`src/rtl/string_hw_pkg.sv`:
```
// Shared constants and types for the string accelerator loader.
// Window bases are word addresses in the accelerator slave map.
`timescale 1ns/1ps
package string_hw_pkg;
    localparam int MAX_WORDS    = 8;
    localparam int ADDRESS_BITS = 4;
    localparam int STRA_BASE    = 1;
    localparam int STRB_BASE    = MAX_WORDS + 1;

    typedef enum logic [2:0] {IDLE, READ, WRITE, FILL, DONE} fetch_state_t;
endpackage

```
`src/rtl/nul_byte_finder.sv`:
```
// Locates the lowest 0x00 byte of a little-endian word and blanks that byte
// and every byte above it.
`timescale 1ns/1ps
module nul_byte_finder (
    input  logic [31:0] word,
    output logic        found,
    output logic [1:0]  pos,
    output logic [31:0] masked
);
    always_comb begin
        found  = 1'b0;
        pos    = 2'd0;
        masked = word;
        // Scan downward so the lowest zero byte is the one that sticks.
        for (int i = 3; i >= 0; i--) begin
            if (word[8*i +: 8] == 8'h00) begin
                found = 1'b1;
                pos   = 2'(i);
            end
        end
        for (int i = 0; i < 4; i++) begin
            if (found && (2'(i) >= pos)) masked[8*i +: 8] = 8'h00;
        end
    end
endmodule

```
`src/rtl/string_fetch_master.sv`:
```
// Fetches a NUL-terminated string over an Avalon-MM read port and copies it,
// masked and zero-filled, into the StringA/StringB accelerator register window.
`timescale 1ns/1ps
module string_fetch_master #(
    parameter int MAX_WORDS    = 8,
    parameter int ADDRESS_BITS = 4
) (
    input  logic                         clk,
    input  logic                         reset,
    input  logic                         start,
    input  logic [31:0]                  src_addr,
    input  logic                         dst_sel,
    output logic                         busy,
    output logic                         done,
    output logic [7:0]                   length,
    output logic                         truncated,
    output logic [31:0]                  m_address,
    output logic                         m_read,
    input  logic                         m_waitrequest,
    input  logic [31:0]                  m_readdata,
    output logic [ADDRESS_BITS:0]        acc_address,
    output logic                         acc_write,
    output logic                         acc_chipselect,
    output logic [31:0]                  acc_writedata,
    output string_hw_pkg::fetch_state_t  state_dbg
);
    import string_hw_pkg::*;

    localparam int IDX_W = $clog2(MAX_WORDS);
    localparam int AW    = ADDRESS_BITS + 1;
    localparam logic [IDX_W-1:0] LAST_IDX = IDX_W'(MAX_WORDS - 1);

    fetch_state_t     state;
    logic [31:0]      src_q;
    logic             dst_q;
    logic [IDX_W-1:0] word_idx;
    logic [7:0]       byte_cnt;
    logic             rd_found;
    logic [1:0]       rd_pos;

    logic             nb_found;
    logic [1:0]       nb_pos;
    logic [31:0]      nb_masked;
    logic [AW-1:0]    base;
    logic [7:0]       cnt_next;
    logic [IDX_W-1:0] idx_inc;

    nul_byte_finder u_finder (
        .word   (m_readdata),
        .found  (nb_found),
        .pos    (nb_pos),
        .masked (nb_masked)
    );

    always_comb begin
        base     = dst_q ? AW'(MAX_WORDS + 1) : AW'(STRA_BASE);
        cnt_next = byte_cnt + (rd_found ? 8'(rd_pos) : 8'd4);
        idx_inc  = word_idx + 1'b1;
    end

    assign state_dbg = state;

    // Avalon read handshake: a word is taken only in the cycle where
    // m_read && !m_waitrequest; m_read and m_address stay frozen until then,
    // and m_read drops right after, so at most one read is ever in flight.
    always_ff @(posedge clk) begin
        if (reset) begin
            state          <= IDLE;
            src_q          <= '0;
            dst_q          <= 1'b0;
            word_idx       <= '0;
            byte_cnt       <= '0;
            rd_found       <= 1'b0;
            rd_pos         <= '0;
            busy           <= 1'b0;
            done           <= 1'b0;
            length         <= '0;
            truncated      <= 1'b0;
            m_address      <= '0;
            m_read         <= 1'b0;
            acc_address    <= '0;
            acc_write      <= 1'b0;
            acc_chipselect <= 1'b0;
            acc_writedata  <= '0;
        end else begin
            done <= 1'b0;
            case (state)
                IDLE: if (start) begin
                    src_q     <= src_addr;
                    dst_q     <= dst_sel;
                    word_idx  <= '0;
                    byte_cnt  <= '0;
                    m_address <= src_addr;
                    m_read    <= 1'b1;
                    busy      <= 1'b1;
                    state     <= READ;
                end
                READ: if (!m_waitrequest) begin
                    m_read         <= 1'b0;
                    rd_found       <= nb_found;
                    rd_pos         <= nb_pos;
                    acc_write      <= 1'b1;
                    acc_chipselect <= 1'b1;
                    acc_address    <= base + AW'(word_idx);
                    acc_writedata  <= nb_masked;
                    state          <= WRITE;
                end
                WRITE: begin
                    byte_cnt <= cnt_next;
                    if (rd_found && (word_idx != LAST_IDX)) begin
                        word_idx      <= idx_inc;
                        acc_address   <= base + AW'(idx_inc);
                        acc_writedata <= '0;
                        state         <= FILL;
                    end else if (rd_found || (word_idx == LAST_IDX)) begin
                        acc_write      <= 1'b0;
                        acc_chipselect <= 1'b0;
                        busy           <= 1'b0;
                        done           <= 1'b1;
                        length         <= cnt_next;
                        truncated      <= !rd_found;
                        state          <= DONE;
                    end else begin
                        acc_write      <= 1'b0;
                        acc_chipselect <= 1'b0;
                        word_idx       <= idx_inc;
                        m_address      <= src_q + (32'(idx_inc) << 2);
                        m_read         <= 1'b1;
                        state          <= READ;
                    end
                end
                FILL: begin
                    if (word_idx == LAST_IDX) begin
                        acc_write      <= 1'b0;
                        acc_chipselect <= 1'b0;
                        busy           <= 1'b0;
                        done           <= 1'b1;
                        length         <= byte_cnt;
                        truncated      <= 1'b0;
                        state          <= DONE;
                    end else begin
                        word_idx    <= idx_inc;
                        acc_address <= base + AW'(idx_inc);
                    end
                end
                DONE:    state <= IDLE;
                default: state <= IDLE;
            endcase
        end
    end
endmodule

```
`config.mk`:
```
export PLATFORM = sky130hd
export DESIGN_NAME = string_fetch_master
export DESIGN_NICKNAME = d
export VERILOG_FILES = /design/src/rtl/string_hw_pkg.sv /design/src/rtl/nul_byte_finder.sv /design/src/rtl/string_fetch_master.sv
export SDC_FILE = /design/constraint.sdc
export NUM_CORES = 1
export LEC_CHECK = 0
export CAP_MARGIN = 20
export CORE_UTILIZATION = 50
export CTS_CLUSTER_DIAMETER = 40
export CTS_CLUSTER_SIZE = 10
export DETAILED_ROUTE_END_ITERATION = 10
export DONT_BUFFER_PORTS = 1
export PLACE_DENSITY = 0.76
export SLEW_MARGIN = 10
export SYNTH_ARGS = -nofsm -noshare
export SYNTH_HDL_FRONTEND = slang
export SYNTH_SLANG_ARGS = --single-unit
export TNS_END_PERCENT = 30
```
`constraint.sdc`:
```
create_clock -name clk -period 2.72 [get_ports clk]
set_input_delay 0.544 -clock clk [delete_from_list [all_inputs] [get_ports clk]]
set_output_delay 0.544 -clock clk [all_outputs]
set_load 0.05 [all_outputs]
```
==> impl_metrics.env, run 1 <==
export IMPL_synthTopCellsByArea="dfxtp_1 (43%), nand2_1 (6.9%), a21oi_1 (6.2%)"
export IMPL_power_mw=4.830
export IMPL_setup_tns_final_ps=0
export IMPL_portBuffers=0
export IMPL_ys_top_cells_by_count="dfxtp_1 (132), nand2_1 (113), nor2_1 (92)"
export IMPL_hold_viol=0
export IMPL_postCtsSetupBuffers=0
export IMPL_whs_ps=208.2
export IMPL_tightestPinTransition_ps=638.2
export IMPL_clock_skew_ps=10.48
export IMPL_cap_violations=0
export IMPL_power_share_clock_pct=42.6
export IMPL_pwr_share_comb_pct=8.3
export IMPL_grt_overflow=0
export IMPL_clk_pin_slew_ps=60
export IMPL_p_leak_nw=2.394
export IMPL_synth_area_per_cell_um2=8.174
export IMPL_required_ps=3050
export IMPL_grt_max_degree=136
export IMPL_groute_usage_overall_pct=25.12
export IMPL_rsz0062_at_grt="false"
export IMPL_setup_viol=0
export IMPL_cts_buffer_depth=2
export IMPL_num_antenna_cells=0
export IMPL_synthesis_area_mm2=0.006138
export IMPL_post_dp_cell_area_mm2=0.006208
export IMPL_antenna_found_initial=0
export IMPL_die_w_um=112.8
export IMPL_pwr_share_seq_pct=49.1
export IMPL_holdPathEnd="acc_writedata[2]"
export IMPL_hpwl_um=10700
export IMPL_grt_pass1_vias=5203
export IMPL_final_area_mm2=0.006738
export IMPL_reg2reg_depth=8
export IMPL_first_pass_iters=5
export IMPL_die_h_um=112.8
export IMPL_dr_first_iter_drc_count=382
export IMPL_seq_area_mm2=0.002643
export IMPL_worstPathArrival_ps=2890
export IMPL_dieArea_mm2=0.01272
export IMPL_r2r_end="m_address[22]"
export IMPL_hp_class="primary input to flop"
export IMPL_wl_um=15570
export IMPL_ant_nets=0
export IMPL_status="complete, no violations"
export IMPL_yosys_register_bits=132
export IMPL_crit_path_start_kind="flop"
export IMPL_finalCritPeriodShare_pct=94.01
export IMPL_p_per_area_mw_per_mm2=716.9
export IMPL_ios=155
export IMPL_cp_max_fo=7
export IMPL_relSlewSlack_pct=56.86
export IMPL_reg2reg_from="word_idx[1]"
export IMPL_viasPerCell=6.034
export IMPL_grt_pass1_wl_um=25270
export IMPL_hold_path_startpoint="reset"
export IMPL_yosys_warnings=0
export IMPL_final_max_slew_violation_count=0
export IMPL_worst_ir_drop_vdd_mv=0.4890
export IMPL_final_nets=816
export IMPL_vias=5376
export IMPL_tritoncts="built"
export IMPL_wl_per_cell_um=17.47
export IMPL_area_growth_syn_to_layout_pct=9.764
export IMPL_clock_latency_ps=420
export IMPL_cts_sinks=132
export IMPL_nFillCells=1125
export IMPL_hold_path_depth=1
export IMPL_multi_input_area_mm2=0.003237
export IMPL_p_sw_mw=1.363
export IMPL_gp_congestion=0.8885
export IMPL_rows=40
export IMPL_cts_root_buffer="clkbuf_16"
export IMPL_synthDistinctLibCells=66
export IMPL_ys_seq_area_share_pct=43.05
export IMPL_rrSetupSlack_ps=160
export IMPL_swShare_pct=28.22
export IMPL_path_class="flop to flop"
export IMPL_synth_most_common_cell="dfxtp_1"
export IMPL_htree_levels=4
export IMPL_p_int_mw=3.467
export IMPL_synth_ff_type="dfxtp_1"
export IMPL_initial_core_util_pct=51.10
export IMPL_synth_top_area_share_pct=43.05
export IMPL_drive_gt1_share_pct=8.871
export IMPL_synth_async_reset_ratio_pct=0
export IMPL_period_needed_ps=2557
export IMPL_numCtsBuffers=17
export IMPL_syn_inst=751
export IMPL_endpoint_kind="flop"
export IMPL_drcViolationCount=0
export IMPL_synth_top_cell_by_area="dfxtp_1"
export IMPL_core_mm2=0.01201
export IMPL_synth_nets=832
export IMPL_synth_edff_count=0
export IMPL_fmax_ghz=0.3911
-- registers in the layout, indices dropped and copies added (netlist names) --
register	count
acc_writedata	32
m_address	32
src_q	32
byte_cnt	8
length	8
acc_address	5
state_dbg	3
word_idx	3
rd_pos	2
acc_chipselect	1
busy	1
done	1
dst_q	1
m_read	1
rd_found	1
truncated	1
-- through the flow --
step	cells	utilization, %	setup slack (ps)
6_report	891	56.09	163.0
5_1_grt	891	56.09	55.71
4_1_cts	890	56.02	112.9
3_5_place_dp	862	51.69	127.7
3_3_place_gp	862	51.69	232.6
2_1_floorplan	751	-	368.4
-- cell families after synthesis --
family	synth area share (%)
and+or+nand+nor	25.30
AOI/OAI and AO/OA	19.30
DFF	43.05
buffers and inverters	4.382
xor gates and xnor gates	4.138
adders and majority gates	2.691
muxes	1.142
-- power groups by stage --
stage                     registers, mW  logic (mW)  clock network, mW
final                              2.37       0.401               2.06
after CTS                          2.37       0.400               2.09
after detailed placement           2.41       0.398                  0
after global routing               2.39       0.447               2.19
after floorplan                    2.39       0.338                  0
after global placement             2.41       0.381                  0
-- layout by cell type, fill, tap and decap left out, drive strengths merged, types with 2 or more instances in the layout --
cell,synthesis,layout
dfxtp,132,132
nand2,114,114
nor2,94,94
a21oi,77,77
a22oi,34,34
o21ai,30,30
nor3,23,23
clkbuf,24,22
nand3,21,21
xnor2,19,19
buf,27,15
a211oi,12,12
nor4,11,11
xor2,10,10
ha,10,10
or3,9,9
inv,9,9
nand4,8,8
a311oi,7,7
mux2i,7,7
o22ai,7,7
or4,7,7
a21o,6,6
clkinv,0,6
nor2b,5,5
and3,5,5
o211ai,4,4
and2,4,4
and4,4,4
nand3b,3,3
a211o,3,3
nor3b,3,3
a31oi,2,2
nand2b,2,2
o21a,2,2
fa,2,2
or2,2,2
nor4b,2,2
-- routing by layer --
| layer | part of all wire (%) | vias to the layer above | global-route usage, % |
|---|---|---|---|
| li1 | - | 2621 | - |
| met1 | 41 | 2512 | 29.77 |
| met4 | 1.3 | 0 | 8.978 |
| met3 | 10 | 22 | 10.18 |
| met2 | 47 | 221 | 41.03 |
| met5 | 0 | - | 0 |
-- final cells by class --
class                           count  area share, %
Multi-Input combinational cell    559          48.04
Tap cell                          147          2.730
Clock inverter                      7         0.8914
Sequential cell                   132          39.22
Clock buffer                       21          6.834
Timing Repair Buffer               16          1.783
Inverter                            9         0.5014
-- critical path, cell delays in order (launching register included) --
cell and delay, ps:
dfxtp_1 340, ha_1 370, inv_1 90, fa_1 400, and2b_2 300, o21ai_2 140, or4_4 530, xor2_1 150
o22ai_1 140
-- repair_timing --
action | CTS | global route
hold buffers | 0 | 0
gates resized for setup | 0 | 1
endpoints found under the setup margin | 0 | 2
-- worst max-delay path by stage --
| stage | from | end | depth (start not counted) | slack, ps |
|---|---|---|---|---|
| after floorplan | word_idx[1] | m_address[22] | 8 | 370 |
| after detailed placement | word_idx[1] | m_address[22] | 8 | 130 |
| after global placement | word_idx[1] | m_address[22] | 8 | 230 |
| after global routing | word_idx[1] | m_address[22] | 8 | 60 |
| after CTS | word_idx[1] | m_address[22] | 8 | 110 |
| final | word_idx[1] | m_address[22] | 8 | 160 |
Note: power is estimated with default switching activity, not from simulation.
==> run 2: changes to the inputs <==
--- a/config.mk
+++ b/config.mk
@@ -7,6 +7,7 @@
 export LEC_CHECK = 0
 export CAP_MARGIN = 20
 export CORE_UTILIZATION = 50
+export CTS_BUF_LIST = sky130_fd_sc_hd__clkbuf_8 sky130_fd_sc_hd__clkbuf_16
 export CTS_CLUSTER_DIAMETER = 40
 export CTS_CLUSTER_SIZE = 10
 export DETAILED_ROUTE_END_ITERATION = 10
==> impl_metrics.env, run 2 (synthesis gave the netlist of run 1 again) <==
export IMPL_status="complete, no violations"
export IMPL_path_cells="ha_1, inv_1, fa_1, and2b_2, o21ai_2, or4_4, xor2_1, o22ai_1"
export IMPL_highest_layer="met4"
export IMPL_mostFrequentLayoutCells="dfxtp_1 (132), nand2_1 (113), nor2_1 (92)"
export IMPL_cts_sinks=132
export IMPL_tightestPinTransition_ps=638.2
export IMPL_antenna_found_initial=0
export IMPL_dr_first_iter_drc_count=391
export IMPL_postCtsSetupBuffers=0
export IMPL_grt_max_degree=136
export IMPL_final_util_pct=56.09
export IMPL_grt_pass1_vias=5203
export IMPL_ios=155
export IMPL_relSlewSlack_pct=56.86
export IMPL_drive_gt1_share_pct=8.871
export IMPL_seq_area_mm2=0.002643
export IMPL_critPathSlowestCell="or4_4"
export IMPL_wl_met3_um=1587
export IMPL_nFillCells=1125
export IMPL_met1_length_um=6451
export IMPL_num_antenna_cells=0
export IMPL_dp_cells=862
export IMPL_cp_max_fo=7
export IMPL_grt_overflow=0
export IMPL_wl_um=15570
export IMPL_finalNonFillerCells=891
export IMPL_hold_viol=0
export IMPL_hp_class="primary input to flop"
export IMPL_reg_largest_list="acc_writedata (32), m_address (32), src_q (32)"
export IMPL_cp_num_buf_inv=1
export IMPL_initial_core_util_pct=51.10
export IMPL_cpPeakStageDelay_ps=530
export IMPL_dieArea_mm2=0.01272
export IMPL_p_leak_nw=2.402
export IMPL_core_mm2=0.01201
export IMPL_cp_startpoint="word_idx[1]"
export IMPL_tritoncts="built"
export IMPL_groute_usage_overall_pct=25.12
export IMPL_viasPerCell=6.022
export IMPL_numCtsBuffers=17
export IMPL_area_growth_syn_to_layout_pct=9.764
export IMPL_grt_pass1_wl_um=25270
export IMPL_drcViolationCount=0
export IMPL_hold_path_startpoint="reset"
export IMPL_rsz0062_at_grt="false"
export IMPL_path_class="flop to flop"
export IMPL_die_h_um=112.8
export IMPL_endpoint_kind="flop"
export IMPL_wl_per_cell_um=17.47
export IMPL_cts_root_buffer="clkbuf_16"
export IMPL_multi_input_area_mm2=0.003237
export IMPL_htree_levels=4
export IMPL_fmax_ghz=0.3909
export IMPL_worst_ir_drop_vdd_mv=0.4887
export IMPL_crit_family="simple AND/OR/NAND/NOR gates"
export IMPL_portBuffers=0
export IMPL_crit_path_start_kind="flop"
export IMPL_hpwl_um=10700
export IMPL_rows=40
export IMPL_finalCritPeriodShare_pct=94.05
export IMPL_period_needed_ps=2558
export IMPL_final_max_slew_violation_count=0
export IMPL_gp_congestion=0.8885
export IMPL_setup_tns_final_ps=0
export IMPL_die_w_um=112.8
export IMPL_clk_pin_slew_ps=60
export IMPL_clock_skew_ps=10.48
export IMPL_required_ps=3050
export IMPL_reg2reg_from="word_idx[1]"
export IMPL_setup_viol=0
export IMPL_final_nets=816
export IMPL_first_pass_iters=5
export IMPL_cts_buffer_depth=2
export IMPL_dr_wl_met2_um=7335
export IMPL_vias=5366
export IMPL_layout_commonest_cell="dfxtp_1"
export IMPL_ant_nets=0
export IMPL_worstPathArrival_ps=2890
export IMPL_clock_latency_ps=420
export IMPL_p_per_area_mw_per_mm2=715.7
export IMPL_cap_violations=0
## run 2: worst register-to-register path, stage by stage, from the launching register on
cell	delay, ps
dfxtp_1	340
ha_1	370
inv_1	90
fa_1	400
and2b_2	300
o21ai_2	140
or4_4	540
xor2_1	150
o22ai_1	140
## run 2: timing repair
action	4_1_cts	5_1_grt
resized for setup	0	1
endpoints found under the hold margin	0	0
endpoints found under the setup margin	0	2
hold buffers	0	0
## run 2: layout make-up
class / count / area share [%]
multi-input cells: 559 / 48.04
flip-flops and latches: 132 / 39.22
clock buffers: 19 / 6.722
well taps: 147 / 2.730
repair buffers: 16 / 1.783
clock inverters: 9 / 1.003
inverters: 9 / 0.5014
## run 2: through the flow
step / area, um2 / total power [mW] / setup slack [ps] / hold WS (ps)
floorplan: 6138 / 2.729 / 368.4 / 427.3
global placement: 6208 / 2.791 / 232.6 / 431.7
detailed placement: 6208 / 2.811 / 127.7 / 435.0
CTS: 6729 / 4.855 / 112.9 / 180.7
global route: 6738 / 5.015 / 55.71 / 192.3
finish: 6738 / 4.822 / 161.9 / 208.7
## run 2: path summary, 6_finish.rpt
path | endpoint | slack, ps | depth (start not counted)
setup / recovery | m_address[22] | 160 | 8
hold / removal | acc_writedata[2] | 210 | 1
setup reg to reg | m_address[22] | 160 | 8
hold reg to reg | rd_pos[0] | 440 | 2
## run 2: per-layer routing
metal	global-route usage (%)	up-vias
met5	0	-
met3	10.18	20
li1	-	2621
met1	29.77	2510
met2	41.03	215
met4	8.978	0
## run 2: report_power, final
part,total [mW],switching (mW),internal (mW)
clock,2.05,0.785,1.26
combinational,0.401,0.245,0.155
sequential,2.37,0.333,2.04
total,4.82,1.36,3.46
==> run 3: changes to the inputs <==
--- a/config.mk
+++ b/config.mk
@@ -5,6 +5,7 @@
 export SDC_FILE = /design/constraint.sdc
 export NUM_CORES = 1
 export LEC_CHECK = 0
+export ABC_AREA = 1
 export CAP_MARGIN = 20
 export CORE_UTILIZATION = 50
 export CTS_BUF_LIST = sky130_fd_sc_hd__clkbuf_8 sky130_fd_sc_hd__clkbuf_16
@@ -12,6 +13,7 @@
 export CTS_CLUSTER_SIZE = 10
 export DETAILED_ROUTE_END_ITERATION = 10
 export DONT_BUFFER_PORTS = 1
+export MAX_ROUTING_LAYER = met4
 export PLACE_DENSITY = 0.76
 export SLEW_MARGIN = 10
 export SYNTH_ARGS = -nofsm -noshare
==> impl_metrics.env, run 3 <==
export IMPL_status="complete, no violations"
export IMPL_power_share_clock_pct=35.8
export IMPL_cts_resized=0
export IMPL_synthTopCellsByArea="dfxtp_1 (41%), nand2_1 (12%), a21oi_1 (11%)"
export IMPL_cts_buffer_depth=2
export IMPL_p_sw_mw=2.336
export IMPL_first_pass_iters=5
export IMPL_final_area_mm2=0.007184
export IMPL_drive_gt1_share_pct=5.926
export IMPL_whs_ps=203.3
export IMPL_initial_core_util_pct=51.40
export IMPL_cp_startpoint="word_idx[1]"
export IMPL_nFillCells=1240
export IMPL_dr_first_iter_drc_count=400
export IMPL_hold_viol=0
export IMPL_worst_ir_drop_vdd_mv=0.4384
export IMPL_cp_num_buf_inv=3
export IMPL_required_ps=3070
export IMPL_p_leak_nw=2.890
export IMPL_synth_edff_count=0
export IMPL_cp_max_fo=5
export IMPL_relSlewSlack_pct=33.96
export IMPL_cpPeakStageDelay_ps=400
export IMPL_setup_tns_final_ps=0
export IMPL_clock_skew_ps=8.603
export IMPL_postCtsSetupBuffers=0
export IMPL_yosys_register_bits=132
export IMPL_htree_levels=4
export IMPL_crit_path_start_kind="flop"
export IMPL_syn_inst=952
export IMPL_synth_compound_area_share_pct=20.65
export IMPL_yosys_warnings=0
export IMPL_ios=155
export IMPL_antenna_found_initial=0
export IMPL_crit_family="adder cells"
export IMPL_synthAdderAreaFrac_pct=2.536
export IMPL_critPathSlowestCell="fa_1"
export IMPL_synth_top_cell_by_area="dfxtp_1"
export IMPL_fmax_ghz=0.4220
export IMPL_cap_violations=0
export IMPL_ant_nets=0
export IMPL_final_util_pct=56.70
export IMPL_portBuffers=0
export IMPL_reg2reg_depth=12
export IMPL_gp_congestion=0.9402
export IMPL_num_antenna_cells=0
export IMPL_grt_pass1_vias=5651
export IMPL_final_max_slew_violation_count=0
export IMPL_dr_wl_met2_um=7411
export IMPL_grt_max_degree=70
export IMPL_synthesis_area_mm2=0.006512
export IMPL_die_h_um=116.1
export IMPL_reg_largest_list="acc_writedata (32), m_address (32), src_q (32)"
export IMPL_core_mm2=0.01267
export IMPL_tightestPinTransition_ps=987.0
export IMPL_seq_area_mm2=0.002643
export IMPL_hpwl_um=11980
export IMPL_numCtsBuffers=17
export IMPL_ys_top_cells_by_count="nand2_1 (214), a21oi_1 (149), dfxtp_1 (132)"
export IMPL_pwr_share_seq_pct=48.0
export IMPL_hold_path_depth=1
export IMPL_ys_seq_area_share_pct=40.58
export IMPL_path_class="flop to flop"
export IMPL_highest_layer="met4"
export IMPL_final_nets=1016
export IMPL_cts_hold_buf=0
export IMPL_synth_simple_gate_area_share_pct=25.53
export IMPL_rsz0062_at_grt="false"
export IMPL_synth_async_reset_ratio_pct=0
export IMPL_dieArea_mm2=0.01349
export IMPL_muxShareOfSynthArea_pct=0
export IMPL_synth_top_family_by_area="simple AND/OR/NAND/NOR gates"
export IMPL_worstSetupEndpoint="m_address[22]"
export IMPL_wl_um=17090
export IMPL_clock_latency_ps=410
export IMPL_synth_most_common_cell="nand2_1"
export IMPL_synth_nets=1033
export IMPL_tritoncts="built"
export IMPL_die_w_um=116.1
export IMPL_vias=6164
export IMPL_hold_path_startpoint="reset"
export IMPL_synth_top_area_share_pct=40.58
export IMPL_p_int_mw=3.984
export IMPL_rrSetupSlack_ps=350
export IMPL_viasPerCell=5.518
export IMPL_synthDistinctLibCells=34
export IMPL_wl_met3_um=1677
export IMPL_multi_input_area_mm2=0.003278
export IMPL_synth_area_per_cell_um2=6.841
export IMPL_pwr_share_comb_pct=16.3
export IMPL_grt_pass1_wl_um=27410
export IMPL_endpoint_kind="flop"
export IMPL_post_dp_cell_area_mm2=0.006605
export IMPL_cts_sinks=132
export IMPL_p_per_area_mw_per_mm2=879.6
export IMPL_hp_class="primary input to flop"
export IMPL_drcViolationCount=0
export IMPL_finalCritPeriodShare_pct=87.13
export IMPL_wl_per_cell_um=15.30
export IMPL_synth_ff_type="dfxtp_1"
export IMPL_layout_commonest_cell="nand2_1"
export IMPL_period_needed_ps=2370
export IMPL_grt_overflow=0
export IMPL_synthXorXnorAreaFrac_pct=1.614
export IMPL_rows=41
export IMPL_area_growth_syn_to_layout_pct=10.32
export IMPL_crit_cells=12
export IMPL_worstPathArrival_ps=2720
export IMPL_clk_pin_slew_ps=60
export IMPL_setup_viol=0
export IMPL_mostFrequentLayoutCells="nand2_1 (214), a21oi_1 (149), dfxtp_1 (132)"
export IMPL_swShare_pct=36.96
export IMPL_path_cells="ha_1, inv_1, fa_1, inv_1, nand2_1, nand2_1, nand2_1, nor2_1, inv_1, o21ai_0, nand3_1, a21oi_1"
export IMPL_groute_usage_overall_pct=27.33
export IMPL_r2r_end="m_address[22]"
export IMPL_reg2reg_from="word_idx[1]"
export IMPL_cts_root_buffer="clkbuf_16"
export IMPL_met1_length_um=7679
[run 3: final cells by class]
cell class	count	area share, %
multi-input combinational	680	45.63
sequential	132	36.78
clock buffer	18	6.113
inverter	93	4.859
tap	172	2.995
clock inverter	11	1.951
timing repair buffer	11	1.672
[run 3: logic make-up (layout without fill, tap and decap cells)]
group / after synthesis / in the layout
flip-flops: 132 / 132
AND/OR/NAND/NOR: 396 / 396
buffers and inverters: 140 / 133
AO/OA/AOI/OAI: 260 / 260
XOR/XNOR: 12 / 12
adder cells (fa/ha/maj): 12 / 12
[run 3: per-layer routing]
metal  global-route usage [%]  up-vias
met3                    8.511       25
met4                    10.34        0
met1                    35.57     2769
met5                        -        -
met2                    39.56      255
li1                         -     3115
[run 3: power groups by stage]
stage	combinational (mW)	sequential, mW	clock [mW]
floorplan	0.839	3.02	0
global placement	1.00	3.07	0
detailed placement	1.02	3.07	0
CTS	1.03	3.03	2.31
global route	1.17	3.07	2.40
finish	1.03	3.03	2.26
[run 3: how the worst min path moves through the flow]
stage                        endpoint
after floorplan              src_q[0]
after global placement       src_q[1]
after detailed placement     src_q[0]
after CTS                 byte_cnt[4]
after global routing      byte_cnt[4]
final                            done
[run 3: metrics by stage]
step | power, mW | worst slack (ps) | cells
4_1_cts | 6.363 | 353.2 | 1117
3_3_place_gp | 4.071 | 446.1 | 1088
5_1_grt | 6.639 | 43.01 | 1117
6_report | 6.319 | 350.2 | 1117
3_5_place_dp | 4.089 | 348.2 | 1088
2_1_floorplan | 3.860 | 659.3 | 952
